===== src/rtl/uart_rx_oversample_if.sv =====
// Serial receive bus for uart_rx_oversample.
//   rx        : asynchronous serial line into the receiver, idle high
//   rx_data   : last correctly framed byte
//   rx_ready  : one-cycle strobe, rx_data valid in the same cycle
//   frame_err : one-cycle strobe, stop bit sampled low
//   busy      : receiver is inside a frame
// master = receiver side, slave = consumer side (drives rx in a bench or pad model).
interface uart_rx_oversample_if;
    logic       rx;
    logic [7:0] rx_data;
    logic       rx_ready;
    logic       frame_err;
    logic       busy;

    modport master (
        input  rx,
        output rx_data,
        output rx_ready,
        output frame_err,
        output busy
    );

    modport slave (
        output rx,
        input  rx_data,
        input  rx_ready,
        input  frame_err,
        input  busy
    );
endinterface


===== src/rtl/uart_rx_oversample.sv =====
// Oversampling UART receiver, 8N1, LSB first, with 3-sample majority voting and start-bit
// validation. Delivers one byte per good frame with a single-cycle strobe; stop-bit errors
// produce a frame_err strobe instead and never update rx_data.
// Ports:
//   clk : system clock, rising edge
//   rst : synchronous reset, active low
//   bus : uart_rx_oversample_if.master (rx in; rx_data, rx_ready, frame_err, busy out)
module uart_rx_oversample #(
    parameter int unsigned CLK_FREQ   = 50_000_000,
    parameter int unsigned BAUD       = 115200,
    parameter int unsigned OVERSAMPLE = 16
) (
    input logic                  clk,
    input logic                  rst,
    uart_rx_oversample_if.master bus
);

    localparam int unsigned DIV = (CLK_FREQ + BAUD * OVERSAMPLE / 2) / (BAUD * OVERSAMPLE);
    localparam int unsigned DW  = (DIV > 2) ? $clog2(DIV) : 1;
    localparam int unsigned SW  = $clog2(OVERSAMPLE);
    localparam int unsigned M   = OVERSAMPLE / 2;

    localparam logic [DW-1:0] DivMax   = DW'(DIV - 1);
    localparam logic [SW-1:0] SampM1   = SW'(M - 1);
    localparam logic [SW-1:0] SampM    = SW'(M);
    localparam logic [SW-1:0] SampP1   = SW'(M + 1);
    localparam logic [SW-1:0] SampLast = SW'(OVERSAMPLE - 1);

    typedef enum logic [1:0] {StIdle, StStart, StData, StStop} state_t;

    state_t        state_q;
    logic [1:0]    sync_q;
    logic          rx_prev_q;
    logic [DW-1:0] div_cnt_q;
    logic [SW-1:0] samp_cnt_q;
    logic [1:0]    vote_q;
    logic [2:0]    bit_idx_q;
    logic [7:0]    shift_q;
    logic [7:0]    rx_data_q;
    logic          rx_ready_q;
    logic          frame_err_q;

    logic rx_s;
    logic tick;
    logic vote;

    assign rx_s = sync_q[1];
    // div_cnt is held at 0 in idle, so no tick can occur there.
    assign tick = (state_q != StIdle) && (div_cnt_q == DivMax);
    // Third vote is the live sample taken at M+1.
    assign vote = (vote_q[0] & vote_q[1]) | (vote_q[0] & rx_s) | (vote_q[1] & rx_s);

    always_ff @(posedge clk) begin
        if (!rst) begin
            state_q     <= StIdle;
            sync_q      <= 2'b11;
            rx_prev_q   <= 1'b1;
            div_cnt_q   <= '0;
            samp_cnt_q  <= '0;
            vote_q      <= '0;
            bit_idx_q   <= '0;
            shift_q     <= '0;
            rx_data_q   <= '0;
            rx_ready_q  <= 1'b0;
            frame_err_q <= 1'b0;
        end else begin
            sync_q      <= {sync_q[0], bus.rx};
            rx_prev_q   <= rx_s;
            rx_ready_q  <= 1'b0;
            frame_err_q <= 1'b0;

            if (state_q == StIdle || tick) begin
                div_cnt_q <= '0;
            end else begin
                div_cnt_q <= div_cnt_q + 1'b1;
            end

            if (tick) begin
                samp_cnt_q <= (samp_cnt_q == SampLast) ? '0 : samp_cnt_q + 1'b1;
                if (samp_cnt_q == SampM1) vote_q[0] <= rx_s;
                if (samp_cnt_q == SampM)  vote_q[1] <= rx_s;
            end

            case (state_q)
                StIdle: begin
                    if (rx_prev_q && !rx_s) begin
                        state_q    <= StStart;
                        samp_cnt_q <= '0;
                        vote_q     <= '0;
                        bit_idx_q  <= '0;
                    end
                end
                StStart: begin
                    if (tick) begin
                        if (samp_cnt_q == SampP1 && vote) begin
                            state_q <= StIdle;  // glitch, not a real start bit
                        end else if (samp_cnt_q == SampLast) begin
                            state_q <= StData;
                        end
                    end
                end
                StData: begin
                    if (tick) begin
                        if (samp_cnt_q == SampP1) begin
                            shift_q <= {vote, shift_q[7:1]};
                        end
                        if (samp_cnt_q == SampLast) begin
                            if (bit_idx_q == 3'd7) begin
                                state_q <= StStop;
                            end else begin
                                bit_idx_q <= bit_idx_q + 1'b1;
                            end
                        end
                    end
                end
                StStop: begin
                    // Decide at mid stop bit and leave at once, so back-to-back frames and
                    // short stop bits are tolerated.
                    if (tick && samp_cnt_q == SampP1) begin
                        if (vote) begin
                            rx_data_q  <= shift_q;
                            rx_ready_q <= 1'b1;
                        end else begin
                            frame_err_q <= 1'b1;
                        end
                        state_q <= StIdle;
                    end
                end
                default: state_q <= StIdle;
            endcase
        end
    end

    assign bus.rx_data   = rx_data_q;
    assign bus.rx_ready  = rx_ready_q;
    assign bus.frame_err = frame_err_q;
    assign bus.busy      = (state_q != StIdle);

endmodule

===== src/flat_wrapper.sv =====
// flat-port wrapper written by rule: the top's interface ports become plain ports
module uart_rx_oversample_flat 
#(
    parameter int unsigned CLK_FREQ   = 50_000_000,
    parameter int unsigned BAUD       = 115200,
    parameter int unsigned OVERSAMPLE = 16
)
  (clk, rst, bus_rx, bus_rx_data, bus_rx_ready, bus_frame_err, bus_busy);
  uart_rx_oversample_if bus_i ();
  input logic clk;
  input logic rst;
  input wire logic [$bits(bus_i.rx)-1:0] bus_rx;
  output wire logic [$bits(bus_i.rx_data)-1:0] bus_rx_data;
  output wire logic [$bits(bus_i.rx_ready)-1:0] bus_rx_ready;
  output wire logic [$bits(bus_i.frame_err)-1:0] bus_frame_err;
  output wire logic [$bits(bus_i.busy)-1:0] bus_busy;
  assign bus_i.rx = bus_rx;
  assign bus_rx_data = bus_i.rx_data;
  assign bus_rx_ready = bus_i.rx_ready;
  assign bus_frame_err = bus_i.frame_err;
  assign bus_busy = bus_i.busy;
  uart_rx_oversample #(.CLK_FREQ(CLK_FREQ), .BAUD(BAUD), .OVERSAMPLE(OVERSAMPLE)) u_core (.clk(clk), .rst(rst), .bus(bus_i));
endmodule

===== config.mk =====
export PLATFORM = sky130hd
export DESIGN_NAME = uart_rx_oversample_flat
export DESIGN_NICKNAME = d
export VERILOG_FILES = /design/src/rtl/uart_rx_oversample_if.sv /design/src/rtl/uart_rx_oversample.sv /design/src/flat_wrapper.sv
export SDC_FILE = /design/constraint.sdc
export NUM_CORES = 1
export LEC_CHECK = 0
export BUFFER_PORTS_ARGS = -buffer_cell sky130_fd_sc_hd__buf_2
export CORE_MARGIN = 5
export CORE_UTILIZATION = 60
export DETAILED_ROUTE_END_ITERATION = 12
export GPL_TIMING_DRIVEN = 0
export PLACE_DENSITY = 0.8
export SLEW_MARGIN = 0
export SYNTH_ARGS = -nofsm -noshare
export SYNTH_HDL_FRONTEND = slang
export SYNTH_SLANG_ARGS = --single-unit

===== constraint.sdc =====
create_clock -name clk -period 4 [get_ports clk]
set_input_delay 0.8 -clock clk [delete_from_list [all_inputs] [get_ports clk]]
set_output_delay 0.8 -clock clk [all_outputs]
set_load 0.005 [all_outputs]

==> impl_metrics.ini <==
[outcome]
status = finished clean

[critical_path]
start_kind = flip-flop
reg2reg_setup_slack_ps = 2210
end_kind = primary output
arrival_ps = 1560
critPathKind = reg2out
rr_startpoint = u_core.div_cnt_q[0]
crit_fanout = 10
rr_worst_depth = 6
required_ps = 3200
timing.rr.end = u_core.bit_idx_q[0]

[clock_tree]
clock-sinks = 37
insertion_delay_ps = 330
cts_root_buffer = clkbuf_4
cts_resized = 0
cts_setup_buffers = 0
cts.path.max_buffers = 2
htree_levels = 2
cts_hold_buf = 0
cts_buffers = 5
path_clk_slew_ps = 100
cts_tree = built

[sta]
fin_crit_ps = 2359
worst-slew-pin-transition_ps = 480.8
rsz0062_at_grt = false
fin_hold_ws_ps = 416.4
period_share_pct = 58.98
fmax_ghz = 0.4239
finalHoldViolCount = 0
setup_tns_ps = 0
fin_skew_ps = 5.641
fin_ws_ps = 1641
slew_viol_final = 0
setup_viol = 0
slew_headroom_pct = 67.95

[final_layout]
n_fill_cell = 220
stdcell_count = 245
final_common_cell = dfxtp_1
layout_common_cells = 37 x dfxtp_1, 23 x nand2_1, 18 x buf_2
antenna_cells = 0
nets = 223
drive_gt1_share_pct = 13.55
syn_to_final_growth_pct = 9.012

[power]
power_density_mw_per_mm2 = 307.2
p_seq_share_pct = 64.4
sw_frac_of_total_pct = 23.13
p_leak_nw = 0.7675
cellInternalPower_w = 0.0004432
p_clk_share_pct = 31.9
p_switching_w = 0.0001334
p_comb_share_pct = 3.6
vdd_drop_max_mv = 0.3111
power_w = 0.0005766

[placed_design]
post-place-ws_ps = 1947
dp_hpwl_mm = 2.469
gp_congestion = 0.8474
port-buffer-count = 13
dp_cells = 237

[global_routing]
grt_max_degree = 12
grt_pass1_vias = 1421
grt-ovfl-total = 0
antenna_found_initial = 0
grt_pass1_wl_mm = 6.285
grtUsageTotal_pct = 18.94

[synthesis]
synth_area_per_cell_um2 = 8.920
ys_seq_area_share_pct = 43.02
synth_fp_nets = 203
ys_top_cells_by_area = dfxtp_1 43%, mux2i_1 6.4%, ha_1 5.1%
yosysTopAreaCell = dfxtp_1
synth-seq-cells = 37
synth_top_area_share_pct = 43.02
yosys_warnings = 0
ys_types = 36
syn_area_mm2 = 0.001722
synth_cells = 193

[route]
drt_iter0_markers = 71
wl_per_cell_um = 14.18
vias_per_cell = 6.000
firstDrtPassIters = 4
drcViolationCount = 0
drt-total-wl_mm = 3.474
vias = 1470
ant_nets = 0

[hold_path]
holdPathStages = 1
holdCritPathClass = reg2reg
hp-start = u_core.sync_q[0]
hold_path_end = u_core.sync_q[1]

[floorplanning]
initial_core_util_pct = 62.43
die_h_um = 63.57
ioPinCount = 14
core.rowCount = 19
die_w_um = 63.57
die_area_mm2 = 0.004041
fp.coreArea_mm2 = 0.002758

[run]
max_cap_viol_count = 0
-- worst max-delay path: stages (launching register included) --
cell and delay [ps]:
dfxtp_1 340, clkbuf_1 220, nor2_1 340, inv_1 170
buf_2 160
-- cell families (layout without fill, tap and decap cells) --
group	Yosys count	in the layout	synth area share, %
AO/OA/AOI/OAI	36	36	13.37
XOR/XNOR	3	3	1.526
adder cells (fa/ha/maj)	8	8	5.886
buffers and inverters	26	47	6.468
flip-flops	37	37	43.02
multiplexers	11	11	6.396
AND/OR/NAND/NOR	72	72	23.33
-- power groups by stage --
| stage | combinational, W | clock, W | sequential, W |
|---|---|---|---|
| finish | 0.0000209 | 0.000184 | 0.000371 |
| global route | 0.0000237 | 0.000211 | 0.000372 |
| CTS | 0.0000211 | 0.000187 | 0.000371 |
| detailed placement | 0.0000210 | 0 | 0.000380 |
| global placement | 0.0000204 | 0 | 0.000380 |
| floorplan | 0.0000147 | 0 | 0.000380 |
-- metrics by stage --
step                util (%)  cell area [µm²]
floorplan                  -             1722
global placement       66.20             1826
detailed placement     66.20             1826
CTS                    68.06             1877
global route           68.06             1877
finish                 68.06             1877
-- routing by layer --
metal / share of wire [%] / up-vias / wire, µm / GRT usage (%)
li1: - / 734 / - / -
met1: 45 / 683 / 1571 / 23.25
met2: 47 / 47 / 1639 / 30.20
met3: 6.4 / 6 / 221 / 6.217
met4: 1.2 / 0 / 40 / 7.792
met5: 0 / - / 0 / 0
-- state kept, by name, indices dropped and copies added, names as in the netlist, named ones only --
signal / count
u_core.bus.rx_data: 8
u_core.vote_q: 2
u_core.bus.frame_err: 1
u_core.div_cnt_q: 5
u_core.samp_cnt_q: 4
u_core.rx_prev_q: 1
u_core.shift_q: 8
u_core.sync_q: 2
u_core.bit_idx_q: 3
u_core.bus.rx_ready: 1
u_core.state_q: 1
-- area by class of cell --
class,count,area (µm²),share of cell area (%)
Clock buffer,6,41.29,2.200
Timing Repair Buffer,13,65.06,3.467
Multi-Input combinational cell,130,869.6,46.33
Sequential cell,37,740.7,39.47
Tap cell,31,38.79,2.067
Inverter,10,37.54,2.000
Clock inverter,2,10.01,0.5333
Buffer,16,73.82,3.933
-- worst max-delay path by stage --
stage | startpoint | to
detailed placement | rst | u_core.vote_q[0]
floorplan | rst | u_core.vote_q[0]
global route | flip-flop | bus_busy
CTS | flip-flop | bus_busy
finish | flip-flop | bus_busy
global placement | rst | u_core.vote_q[0]
-- cells in the mapped netlist, drive strengths merged --
| cell | n |
|---|---|
| a211oi | 1 |
| a21oi | 16 |
| a221oi | 1 |
| a311o | 1 |
| a31o | 1 |
| a41o | 1 |
| and2 | 1 |
| and3 | 1 |
| and3b | 2 |
| and4b | 3 |
| buf | 6 |
| clkbuf | 10 |
| dfxtp | 37 |
| ha | 7 |
| inv | 10 |
| maj3 | 1 |
| mux2i | 11 |
| nand2 | 23 |
| nand2b | 3 |
| nand3 | 8 |
| nand4 | 10 |
| nand4b | 3 |
| nor2 | 8 |
| nor3 | 1 |
| nor3b | 1 |
| nor4 | 2 |
| nor4bb | 1 |
| o211a | 1 |
| o21ai | 4 |
| o31ai | 10 |
| or4 | 3 |
| or4b | 2 |
| xnor2 | 1 |
| xor2 | 2 |
Power figures use the tool's default switching activity.
